### src/rtl/char_input_arbiter.sv
// Host/stream character arbiter for the OSD character buffer: round-robin grant,
// per-character holdoff pacing, clear-screen sequencing and frame-read strobes.
// Optional FRAME_LOCK_EN: a frame-read strobe locks out chars/clears until i_frame_done.
//
// state      | meaning
// IDLE       | waiting; a pending clear beats any valid character
// ISSUE      | strobing the captured character into the buffer
// HOLD       | character holdoff countdown
// CLEAR_HOLD | clear-screen holdoff countdown
module char_input_arbiter #(
    parameter int CONSOLE_DEPTH    = 12,
    parameter int CHAR_IMAGE_WIDTH = 80,
    parameter int NORMAL_HOLDOFF   = 3,
    parameter int TAB_HOLDOFF      = 10
) (
    input  logic       clk,
    input  logic       rst,
    input  logic       i_host_valid,
    output logic       o_host_ready,
    input  logic [7:0] i_host_char,
    input  logic       i_host_alt,
    input  logic       i_strm_valid,
    output logic       o_strm_ready,
    input  logic [7:0] i_strm_char,
    input  logic       i_strm_alt,
    input  logic       i_clear_stb,
    input  logic       i_frame_start_stb,
    input  logic       i_frame_done,
    output logic       o_char_stb,
    output logic [7:0] o_char,
    output logic       o_alt_func_en,
    output logic       o_clear_screen_stb,
    output logic       o_read_frame_stb,
    output logic       o_busy
);
    localparam int CNT_W         = CONSOLE_DEPTH + 1;
    localparam int CLEAR_HOLDOFF = (1 << CONSOLE_DEPTH) + 4;

    typedef enum logic [1:0] {IDLE, ISSUE, HOLD, CLEAR_HOLD} state_t;

    state_t           state, state_nx;
    logic [CNT_W-1:0] cnt, cnt_nx;
    logic [CNT_W-1:0] char_holdoff;
    logic             clear_pending, clear_pending_nx;
    logic             last_grant, last_grant_nx;
    logic [7:0]       cap_char, cap_char_nx;
    logic             cap_alt, cap_alt_nx;
    logic             grant_strm;
    logic             host_ready_nx, strm_ready_nx, char_stb_nx, clear_stb_nx;
    logic             frame_lock, frame_lock_nx, read_frame_nx;

    // last_grant = 1 means the stream was served last, so the host wins a tie
    assign grant_strm = i_strm_valid && (!i_host_valid || !last_grant);

    always_comb begin
        char_holdoff = CNT_W'(NORMAL_HOLDOFF);
        if (!cap_alt) begin
            if (cap_char == 8'h0D || cap_char == 8'h0A)
                char_holdoff = CNT_W'(CHAR_IMAGE_WIDTH + 2);
            else if (cap_char == 8'h09)
                char_holdoff = CNT_W'(TAB_HOLDOFF);
        end
    end

    always_comb begin
        state_nx         = state;
        cnt_nx           = cnt;
        clear_pending_nx = clear_pending | i_clear_stb;
        last_grant_nx    = last_grant;
        cap_char_nx      = cap_char;
        cap_alt_nx       = cap_alt;
        host_ready_nx    = 1'b0;
        strm_ready_nx    = 1'b0;
        char_stb_nx      = 1'b0;
        clear_stb_nx     = 1'b0;
        case (state)
            IDLE: begin
                if (!frame_lock) begin
                    // a clear arriving this very cycle still beats a waiting char
                    if (clear_pending || i_clear_stb) begin
                        clear_stb_nx     = 1'b1;
                        clear_pending_nx = 1'b0;
                        cnt_nx           = CNT_W'(CLEAR_HOLDOFF);
                        state_nx         = CLEAR_HOLD;
                    end else if (i_host_valid || i_strm_valid) begin
                        last_grant_nx = grant_strm;
                        host_ready_nx = !grant_strm;
                        strm_ready_nx = grant_strm;
                        cap_char_nx   = grant_strm ? i_strm_char : i_host_char;
                        cap_alt_nx    = grant_strm ? i_strm_alt  : i_host_alt;
                        state_nx      = ISSUE;
                    end
                end
            end
            ISSUE: begin
                char_stb_nx = 1'b1;
                cnt_nx      = char_holdoff;
                state_nx    = HOLD;
            end
            HOLD, CLEAR_HOLD: begin
                if (cnt <= CNT_W'(1)) begin
                    cnt_nx   = '0;
                    state_nx = IDLE;
                end else begin
                    cnt_nx = cnt - CNT_W'(1);
                end
            end
            default: state_nx = IDLE;
        endcase
    end

`ifdef FRAME_LOCK_EN
    // a done in the same cycle as a start unlocks first, so the new frame re-locks
    always_comb begin
        read_frame_nx = i_frame_start_stb && (!frame_lock || i_frame_done);
        frame_lock_nx = frame_lock;
        if (i_frame_done)
            frame_lock_nx = 1'b0;
        if (read_frame_nx)
            frame_lock_nx = 1'b1;
    end
`else
    logic frame_done_unused;
    assign frame_done_unused = i_frame_done;
    assign read_frame_nx     = i_frame_start_stb;
    assign frame_lock_nx     = 1'b0;
`endif

    always_ff @(posedge clk) begin
        if (rst) begin
            state              <= IDLE;
            cnt                <= '0;
            clear_pending      <= 1'b0;
            last_grant         <= 1'b1;
            cap_char           <= '0;
            cap_alt            <= 1'b0;
            frame_lock         <= 1'b0;
            o_host_ready       <= 1'b0;
            o_strm_ready       <= 1'b0;
            o_char_stb         <= 1'b0;
            o_char             <= '0;
            o_alt_func_en      <= 1'b0;
            o_clear_screen_stb <= 1'b0;
            o_read_frame_stb   <= 1'b0;
        end else begin
            state              <= state_nx;
            cnt                <= cnt_nx;
            clear_pending      <= clear_pending_nx;
            last_grant         <= last_grant_nx;
            cap_char           <= cap_char_nx;
            cap_alt            <= cap_alt_nx;
            frame_lock         <= frame_lock_nx;
            o_host_ready       <= host_ready_nx;
            o_strm_ready       <= strm_ready_nx;
            o_char_stb         <= char_stb_nx;
            o_clear_screen_stb <= clear_stb_nx;
            o_read_frame_stb   <= read_frame_nx;
            if (char_stb_nx) begin
                o_char        <= cap_char;
                o_alt_func_en <= cap_alt;
            end
        end
    end

    assign o_busy = (state != IDLE) || clear_pending;

endmodule

### config.mk
export PLATFORM = sky130hd
export DESIGN_NAME = char_input_arbiter
export DESIGN_NICKNAME = d
export VERILOG_FILES = /design/src/rtl/char_input_arbiter.sv
export SDC_FILE = /design/constraint.sdc
export NUM_CORES = 1
export LEC_CHECK = 0
export ABC_AREA = 1
export ABC_CLOCK_PERIOD_IN_PS = 1300
export CAP_MARGIN = 20
export CORE_MARGIN = 4
export CORE_UTILIZATION = 45
export CTS_CLUSTER_DIAMETER = 200
export DETAILED_ROUTE_END_ITERATION = 7
export HOLD_SLACK_MARGIN = 0.1
export PLACE_DENSITY_LB_ADDON = 0.25
export SETUP_SLACK_MARGIN = 0.1
export SLEW_MARGIN = 20
export SYNTH_ARGS = -nofsm -noshare
export SYNTH_HDL_FRONTEND = slang
export SYNTH_SLANG_ARGS = --single-unit
### constraint.sdc
create_clock -name clk -period 1.3 [get_ports clk]
set_input_delay 0.26 -clock clk [delete_from_list [all_inputs] [get_ports clk]]
set_output_delay 0.26 -clock clk [all_outputs]
set_load 0.03 [all_outputs]
==> results of run 1 <==
[cell families (layout without fill, tap and decap cells)]
group	count (synthesis)	in the layout	synth area share (%)
AOI/OAI and AO/OA	46	48	13.20
and+or+nand+nor	140	140	31.77
DFF	40	40	41.83
xor gates and xnor gates	7	7	3.203
adders and majority gates	2	2	1.307
buffers and inverters	40	126	8.693
[through the flow]
step,utilization [%],total power [W],cell area (um2),std cells
after floorplan,-,0.004489,1932,275
after global placement,63.68,0.005867,2584,388
after detailed placement,63.68,0.005952,2584,388
after CTS,73.79,0.007870,2994,411
after global routing,74.28,0.008753,3014,413
final,74.28,0.008110,3014,413
[synth_stat cells (2+ instances only)]
library cell  number  area, um2
a21oi_1           21      105.1
buf_2              6      30.03
clkbuf_1           2      7.510
dfxtp_1           40      800.8
ha_1               2      25.02
inv_1             28      105.1
nand2_1           70      262.8
nand2_2            3      18.77
nand3_1           13      65.06
nand4_1            7      43.79
nor2_1            36      135.1
nor2_4             2      22.52
nor3_1             4      20.02
o21ai_0           20      100.1
xor2_1             6      52.55
[power by group through the flow]
stage | combinational, W | clock, W | sequential (W)
after floorplan | 0.00236 | 0 | 0.00213
after global placement | 0.00392 | 0 | 0.00195
after detailed placement | 0.00399 | 0 | 0.00196
after CTS | 0.00483 | 0.00103 | 0.00201
after global routing | 0.00558 | 0.00108 | 0.00209
final | 0.00507 | 0.00101 | 0.00203
[state kept, by name, indices dropped and copies added (netlist names), 2 cells and up]
name / cells
state: 2
cnt: 13
cap_char: 8
o_char: 8
[worst max path at each step]
| stage | from | end | slack [ps] |
|---|---|---|---|
| finish | state[0]$_SDFFE_PP0P_ | o_busy | -120 |
| detailed placement | i_host_valid | cap_char[5]$_SDFFE_PP0P_ | -420 |
| global route | cnt[3]$_SDFFE_PP0P_ | cnt[11]$_SDFFE_PP0P_ | -210 |
| global placement | i_host_valid | cap_char[6]$_SDFFE_PP0P_ | -360 |
| CTS | state[1]$_SDFFE_PP0P_ | o_busy | -110 |
| floorplan | cnt[4]$_SDFFE_PP0P_ | cnt[10]$_SDFFE_PP0P_ | 50 |
[worst max-delay path, stage by stage, from the launching register on]
cell and delay, ps:
dfxtp_2 340, nor2_4 130, inv_2 40, or2_4 220, buf_6 140
[final cells by class]
cell class	count	area, um2
clock buffer	6	72.57
clock inverter	2	35.03
fill	283	1044
inverter	31	133.9
multi-input combinational	197	1124
sequential	40	823.3
tap	50	62.56
timing repair buffer	87	763.2
[timing repair]
| item | in CTS | in global routing |
|---|---|---|
| pin swaps | 21 | 17 |
| hold buffers | 0 | 0 |
| gates resized for setup | 100 | 41 |
| cloned | 2 | 0 |
| setup endpoints to repair | 39 | 46 |
| setup buffers | 13 | 3 |
| endpoints found under the hold margin | 0 | 0 |
[layer usage]
metal  track usage (%)  vias to the layer above
met2             33.96                       69
met4             6.762                        0
met3             5.510                        2
li1                  -                     1057
met5                 0                        -
met1             28.29                      947
==> flow_metrics.tcl, run 1 <==
set metrics [dict create \
    die_w_um 73.23 \
    grt_overflow 0 \
    wl_per_cell_um 13.33 \
    critPathMaxFanout 2 \
    path_class "reg2out" \
    insertion_delay_ps 290 \
    port_buffers 38 \
    min_from "cap_char[4]$_SDFFE_PP0P_" \
    drtIter0Drc 152 \
    r2r_slack_ps -100 \
    yosys_warnings 0 \
    ys_seq_area_share_pct 41.83 \
    wl_met2_um 2817 \
    layout_common_cells "67 x nand2_1, 35 x buf_4, 28 x dfxtp_1" \
    final_common_cell "nand2_1" \
    postRouteAntennaNets 0 \
    hold_ws_ps 491.4 \
    fin_worst_skew_ps 6.786 \
    clockBufferDepth 2 \
    dp_slack_ps -419.8 \
    clk_pin_slew_ps 80 \
    timing.fmax_mhz 703.3 \
    power_density_mw_per_mm2 2690 \
    synth_edf_count 0 \
    maxCapViolCount 0 \
    cts_buffers 5 \
    start_util_pct 47.18 \
    holdCritPathClass "reg2reg" \
    whs_path_depth 2 \
    setup_slack_ps -121.9 \
    met3_length_um 341 \
    cts_sinks 40 \
    dieHeight_um 73.23 \
    cts_tree "done" \
    ys_ff_latch 40 \
    power.share.clock_pct 12.4 \
    setup-tns-final_ps -893.0 \
    slew_violations 0 \
    intPower_w 0.004678 \
    drc 0 \
    pwr-share-comb_pct 62.5 \
    ios 40 \
    p_leak_nw 1.447 \
    timing_hold_violations_final 0 \
    nNetsFinal 389 \
    dp_hpwl_um 3456 \
    row_count 23 \
    htreeDepth 2 \
    drive_gt1_share_pct 35.81 \
    vias 2075 \
    die-area_mm2 0.005362 \
    grt_pass1_vias 1924 \
    setup_viol 12 \
    fin_crit_ps 1422 \
    highest_layer "met4" \
    ir_drop_mv 1.546 \
    antenna_found_initial 0 \
    grt_pass1_wl_um 8838 \
    tightest_slew_ps 311.4 \
    r2r_cells 7 \
    failed_checks "negative setup slack" \
    cts_root_buf "clkbuf_8" \
    endpoint_kind "primary output" \
    rsz0062_at_grt "yes" \
    synthCells 275 \
    relSlewSlack_pct 79.06 \
    grt_max_degree 26 \
    diodes 0 \
    fin_crit_sh_pct 109.4 \
    synth.distinct_cells 30 \
    avgSynthCellArea_um2 6.961 \
    outcome "complete, but fails checks" \
    track_usage_pct 21.40 \
    coreArea_mm2 0.004058 \
    synth_area_mm2 0.001914 \
    worstPathArrival_ps 1160 \
    ys_async_sr_fraction_pct 0 \
    cp.required_ps 1040 \
    wirelength_um 5504 \
    worstReg2RegEnd "cnt[10]$_SDFFE_PP0P_" \
    min_to "o_char[4]$_SDFFE_PP0P_" \
    sw_frac_of_total_pct 42.32 \
    yosys_most_used_dff "dfxtp_1" \
    syn-num-nets 302 \
    drt-pass1-iter-count 5 \
    p_switching_w 0.003432 \
    crit_path_start_kind "register" \
    place_congestion 0.8814 \
    area_delta_synth_final_pct 57.45 \
    wl_met1_um 2314 \
    seqPwrFrac_pct 25.1 \
    vias_per_cell 5.024 \
    r2r-start "cnt[3]$_SDFFE_PP0P_" \
]
Power figures use the tool's default switching activity.
==> run 2, diff against run 1 <==
--- a/config.mk
+++ b/config.mk
@@ -12,7 +12,8 @@
 export CORE_UTILIZATION = 45
 export CTS_CLUSTER_DIAMETER = 200
 export DETAILED_ROUTE_END_ITERATION = 7
-export HOLD_SLACK_MARGIN = 0.1
+export GPL_TIMING_DRIVEN = 0
+export HOLD_SLACK_MARGIN = 0.02
 export PLACE_DENSITY_LB_ADDON = 0.25
 export SETUP_SLACK_MARGIN = 0.1
 export SLEW_MARGIN = 20
==> flow_metrics.tcl, run 2 (synthesis gave the netlist of run 1 again) <==
set metrics [dict create \
    cp.required_ps 1040 \
    dp_hpwl_um 3145 \
    cts_buffers 5 \
    vias_per_cell 5.264 \
    holdCritPathClass "in2reg" \
    critPathMaxFanout 2 \
    ir_drop_mv 1.768 \
    start_util_pct 47.18 \
    crit_family "simple AND/OR/NAND/NOR gates" \
    htreeDepth 2 \
    grt_max_degree 14 \
    grt_pass1_wl_um 8079 \
    fin_crit_sh_pct 112.9 \
    place_congestion 0.8123 \
    coreArea_mm2 0.004058 \
    diodes 0 \
    cts_root_buf "clkbuf_8" \
    clockBufferDepth 2 \
    layout_common_cells "61 x nand2_1, 29 x dfxtp_1, 22 x inv_1" \
    p_leak_nw 1.435 \
    die_w_um 73.23 \
    dieHeight_um 73.23 \
    wirelength_um 6077 \
    row_count 23 \
    crit_path_start_kind "register" \
    cts_tree "done" \
    path_class "reg2out" \
    grt_pass1_vias 1816 \
    timing.fmax_mhz 681.2 \
    area_delta_synth_final_pct 59.93 \
    postCtsHoldBufs 0 \
    fin_crit_ps 1468 \
    maxCapViolCount 0 \
    track_usage_pct 19.40 \
    largestRegisters "cnt: 13 flops, cap_char: 8 flops, o_char: 8 flops" \
    tightest_slew_ps 397.9 \
    largest-register "cnt" \
    largest_reg_flops 13 \
    drtIter0Drc 166 \
    insertion_delay_ps 300 \
    cpMaxStageDelayCell "dfxtp_4" \
    setup_viol 25 \
    outcome "complete, but fails checks" \
    endpoint_kind "primary output" \
    nNetsFinal 377 \
    slew_violations 0 \
    postRouteAntennaNets 0 \
    port_buffers 37 \
    failed_checks "negative setup slack" \
    relSlewSlack_pct 73.45 \
    die-area_mm2 0.005362 \
    timing_hold_violations_final 0 \
    drc 0 \
    power_density_mw_per_mm2 2841 \
    max_stage_delay_ps 360 \
    hold_ws_ps 274.0 \
    clk_pin_slew_ps 80 \
    grt_overflow 0 \
    cts_sinks 40 \
    final_common_cell "nand2_1" \
    drive_gt1_share_pct 39.60 \
    worstPathArrival_ps 1210 \
    wl_per_cell_um 15.15 \
    setup_slack_ps -168.0 \
    fin_area_mm2 0.003062 \
    fin_worst_skew_ps 10.51 \
    vias 2111 \
    path_cells "nor2_4 > inv_2 > or2_4 > buf_6" \
    drt-pass1-iter-count 4 \
    antenna_found_initial 0 \
    path_buf_inv 2 \
    placed_cell_area_mm2 0.002365 \
    ios 40 \
    rsz0062_at_grt "yes" \
]
## run 2: area by class of cell
class	instances	area [um2]
multi-input cells	195	1214
fillers	265	996.0
flip-flops and latches	40	834.6
repair buffers	69	638.1
inverters	31	133.9
clock buffers	5	68.82
plain buffers	8	67.56
well taps	50	62.56
clock inverters	3	42.54
## run 2: path summary, 6_finish.rpt
path / end / cells past startpoint / slack [ps] / start
setup reg to reg: cnt[11]$_SDFFE_PP0P_ / 8 / -140 / cnt[4]$_SDFFE_PP0P_
hold reg to reg: o_char[4]$_SDFFE_PP0P_ / 2 / 490 / cap_char[4]$_SDFFE_PP0P_
hold / removal: cnt[2]$_SDFFE_PP0P_ / 2 / 270 / rst
setup / recovery: o_busy / 4 / -170 / state[0]$_SDFFE_PP0P_
## run 2: stage by stage
stage	utilization, %	std cells	power [W]	worst slack (ps)	setup TNS, ps
final	75.45	401	0.008698	-168.0	-1766
after global routing	75.45	401	0.009246	-221.8	-3977
after CTS	66.36	387	0.007052	-213.8	-1405
after detailed placement	58.28	362	0.005316	-434.1	-8218
after global placement	58.28	362	0.005265	-425.5	-8033
after floorplan	-	275	0.004489	53.57	0
## run 2: power breakdown
group	switching, W	internal, W
clock network	0.000446	0.000568
registers	0.000439	0.00171
logic	0.00310	0.00243
## run 2: what timing repair did
item | CTS | global route
resized for setup | 83 | 115
cloned | 1 | 3
setup endpoints to repair | 51 | 45
pin swaps | 12 | 24
setup buffers | 16 | 12
## run 2: metal layers
| layer | track usage [%] | wire [um] |
|---|---|---|
| met3 | 4.959 | 475 |
| met5 | 0 | 0 |
| met2 | 31.68 | 3039 |
| met1 | 25.10 | 2349 |
| met4 | 5.533 | 213 |
==> run 3, diff against run 2 <==
--- a/config.mk
+++ b/config.mk
@@ -8,6 +8,7 @@
 export ABC_AREA = 1
 export ABC_CLOCK_PERIOD_IN_PS = 1300
 export CAP_MARGIN = 20
+export CORE_ASPECT_RATIO = 1.1
 export CORE_MARGIN = 4
 export CORE_UTILIZATION = 45
 export CTS_CLUSTER_DIAMETER = 200
==> flow_metrics.tcl, run 3 (synthesis gave the netlist of run 1 again) <==
set metrics [dict create \
    vias_per_cell 4.974 \
    dp_cells 364 \
    dieHeight_um 76.41 \
    wirelength_um 4990 \
    intPower_w 0.004011 \
    p_switching_w 0.003387 \
    clockBufferDepth 2 \
    place_congestion 0.8140 \
    timing.fmax_mhz 711.4 \
    relSlewSlack_pct 76.00 \
    setup_viol 13 \
    tightest_slew_ps 359.5 \
    power_density_mw_per_mm2 2694 \
    seqPwrFrac_pct 27.8 \
    p_leak_nw 1.309 \
    antenna_found_initial 0 \
    postRouteAntennaNets 0 \
    cts_buffers 5 \
    drtIter0Drc 98 \
    rsz0062_at_grt "yes" \
    maxCapViolCount 0 \
    die_w_um 70.19 \
    dp_hpwl_um 3248 \
    port_buffers 37 \
    grt_max_degree 13 \
    postCtsHoldBufs 0 \
    dp_slack_ps -465.2 \
    grt_pass1_vias 1749 \
    htreeDepth 2 \
    fin_area_mm2 0.002746 \
    grt_pass1_wl_um 7983 \
    path_class "reg2out" \
    fin_crit_ps 1406 \
    diodes 0 \
    slew_violations 0 \
    fin_crit_sh_pct 108.1 \
    ir_drop_mv 1.513 \
    layout_common_cells "62 x nand2_1, 29 x dfxtp_1, 24 x inv_1, 24 x nor2_1, 21 x clkdlybuf4s50_1" \
    worstPathArrival_ps 1150 \
    row_count 24 \
    start_util_pct 47.57 \
    cts_tree "done" \
    whs_path_depth 2 \
    critPathCapture "o_busy" \
    grt_overflow 0 \
    cp.required_ps 1040 \
    setup_slack_ps -105.6 \
    area_delta_synth_final_pct 43.46 \
    r2r_slack_ps -80 \
    placed_cell_area_mm2 0.002367 \
    crit_path_start_kind "register" \
    largest_reg_flops 13 \
    drive_gt1_share_pct 30.65 \
    setup-tns-final_ps -733.7 \
    clk_pin_slew_ps 80 \
    track_usage_pct 18.34 \
    startpoint "state[0]$_SDFFE_PP0P_" \
    layout.cells.non_filler 388 \
    coreArea_mm2 0.004024 \
    drc 0 \
    path_cells "nor2_4 > inv_2 > or2_4 > buf_6" \
    r2r-start "cnt[4]$_SDFFE_PP0P_" \
    largestRegisters "cnt: 13 flops, cap_char: 8 flops, o_char: 8 flops" \
    holdCritPathClass "in2reg" \
    insertion_delay_ps 300 \
    vias 1930 \
    nNetsFinal 362 \
    final_common_cell "nand2_1" \
    pwr-share-comb_pct 60.4 \
    wl_per_cell_um 12.86 \
    die-area_mm2 0.005362 \
    endpoint_kind "primary output" \
    timing_hold_violations_final 0 \
    ios 40 \
    power.share.clock_pct 11.7 \
    fin_worst_skew_ps 9.788 \
    sw_frac_of_total_pct 45.78 \
    cts_sinks 40 \
    drt-pass1-iter-count 4 \
    r2r_cells 7 \
    worstReg2RegEnd "cnt[5]$_SDFFE_PP0P_" \
    outcome "complete, but fails checks" \
    max_stage_delay_ps 350 \
    cts_root_buf "clkbuf_8" \
    cpMaxStageDelayCell "dfxtp_2" \
    failed_checks "negative setup slack" \
    critPathMaxFanout 3 \
    largest-register "cnt" \
]
run 3: timing repair:
item,4_1_cts,5_1_grt
pin swaps,11,13
gates resized for setup,79,68
setup endpoints to repair,51,46
buffers inserted,15,2
gates cloned,1,0
hold endpoints to repair,0,0
run 3: worst min-delay path by stage:
stage / endpoint / startpoint
after floorplan: o_read_frame_stb$_SDFF_PP0_ / i_frame_start_stb
after detailed placement: cap_alt$_SDFFE_PP0P_ / cap_alt$_SDFFE_PP0P_
after global routing: cnt[2]$_SDFFE_PP0P_ / rst
after CTS: cnt[2]$_SDFFE_PP0P_ / rst
final: cnt[2]$_SDFFE_PP0P_ / rst
after global placement: cap_alt$_SDFFE_PP0P_ / cap_alt$_SDFFE_PP0P_
run 3: area by class of cell:
cell class / instances / area (um2)
Buffer: 8 / 63.81
Clock buffer: 6 / 82.58
Clock inverter: 2 / 10.01
Fill cell: 340 / 1277
Inverter: 31 / 133.9
Multi-Input combinational cell: 195 / 1097
Sequential cell: 40 / 824.5
Tap cell: 52 / 65.06
Timing Repair Buffer: 54 / 469.2
run 3: routing by layer:
metal | global-route usage (%) | vias up | wire length (um)
li1 | - | 997 | -
met1 | 22.03 | 873 | 2124
met2 | 30.53 | 53 | 2556
met3 | 5.805 | 7 | 246
met4 | 6.513 | 0 | 62
met5 | 0 | - | 0
run 3: critical path: cells and delay by family (launching register included):
kind                   cells  cell delay [ps]
buffers and inverters      2              170
DFF                        1              350
and+or+nand+nor            2              330
run 3: power groups by stage:
| stage | logic, W | registers (W) | clock network [W] |
|---|---|---|---|
| 3_3_place_gp | 0.00331 | 0.00195 | 0 |
| 5_1_grt | 0.00488 | 0.00212 | 0.000959 |
| 6_report | 0.00447 | 0.00206 | 0.000868 |
| 4_1_cts | 0.00400 | 0.00198 | 0.000891 |
| 3_5_place_dp | 0.00337 | 0.00196 | 0 |
| 2_1_floorplan | 0.00236 | 0.00213 | 0 |
run 3: through the flow:
stage | power (W) | hold WS (ps) | util, %
5_1_grt | 0.007962 | 257.0 | 68.25
4_1_cts | 0.006863 | 234.8 | 66.57
3_5_place_dp | 0.005330 | 467.6 | 58.83
6_report | 0.007399 | 247.8 | 68.25
2_1_floorplan | 0.004489 | 367.0 | -
3_3_place_gp | 0.005262 | 456.2 | 58.83
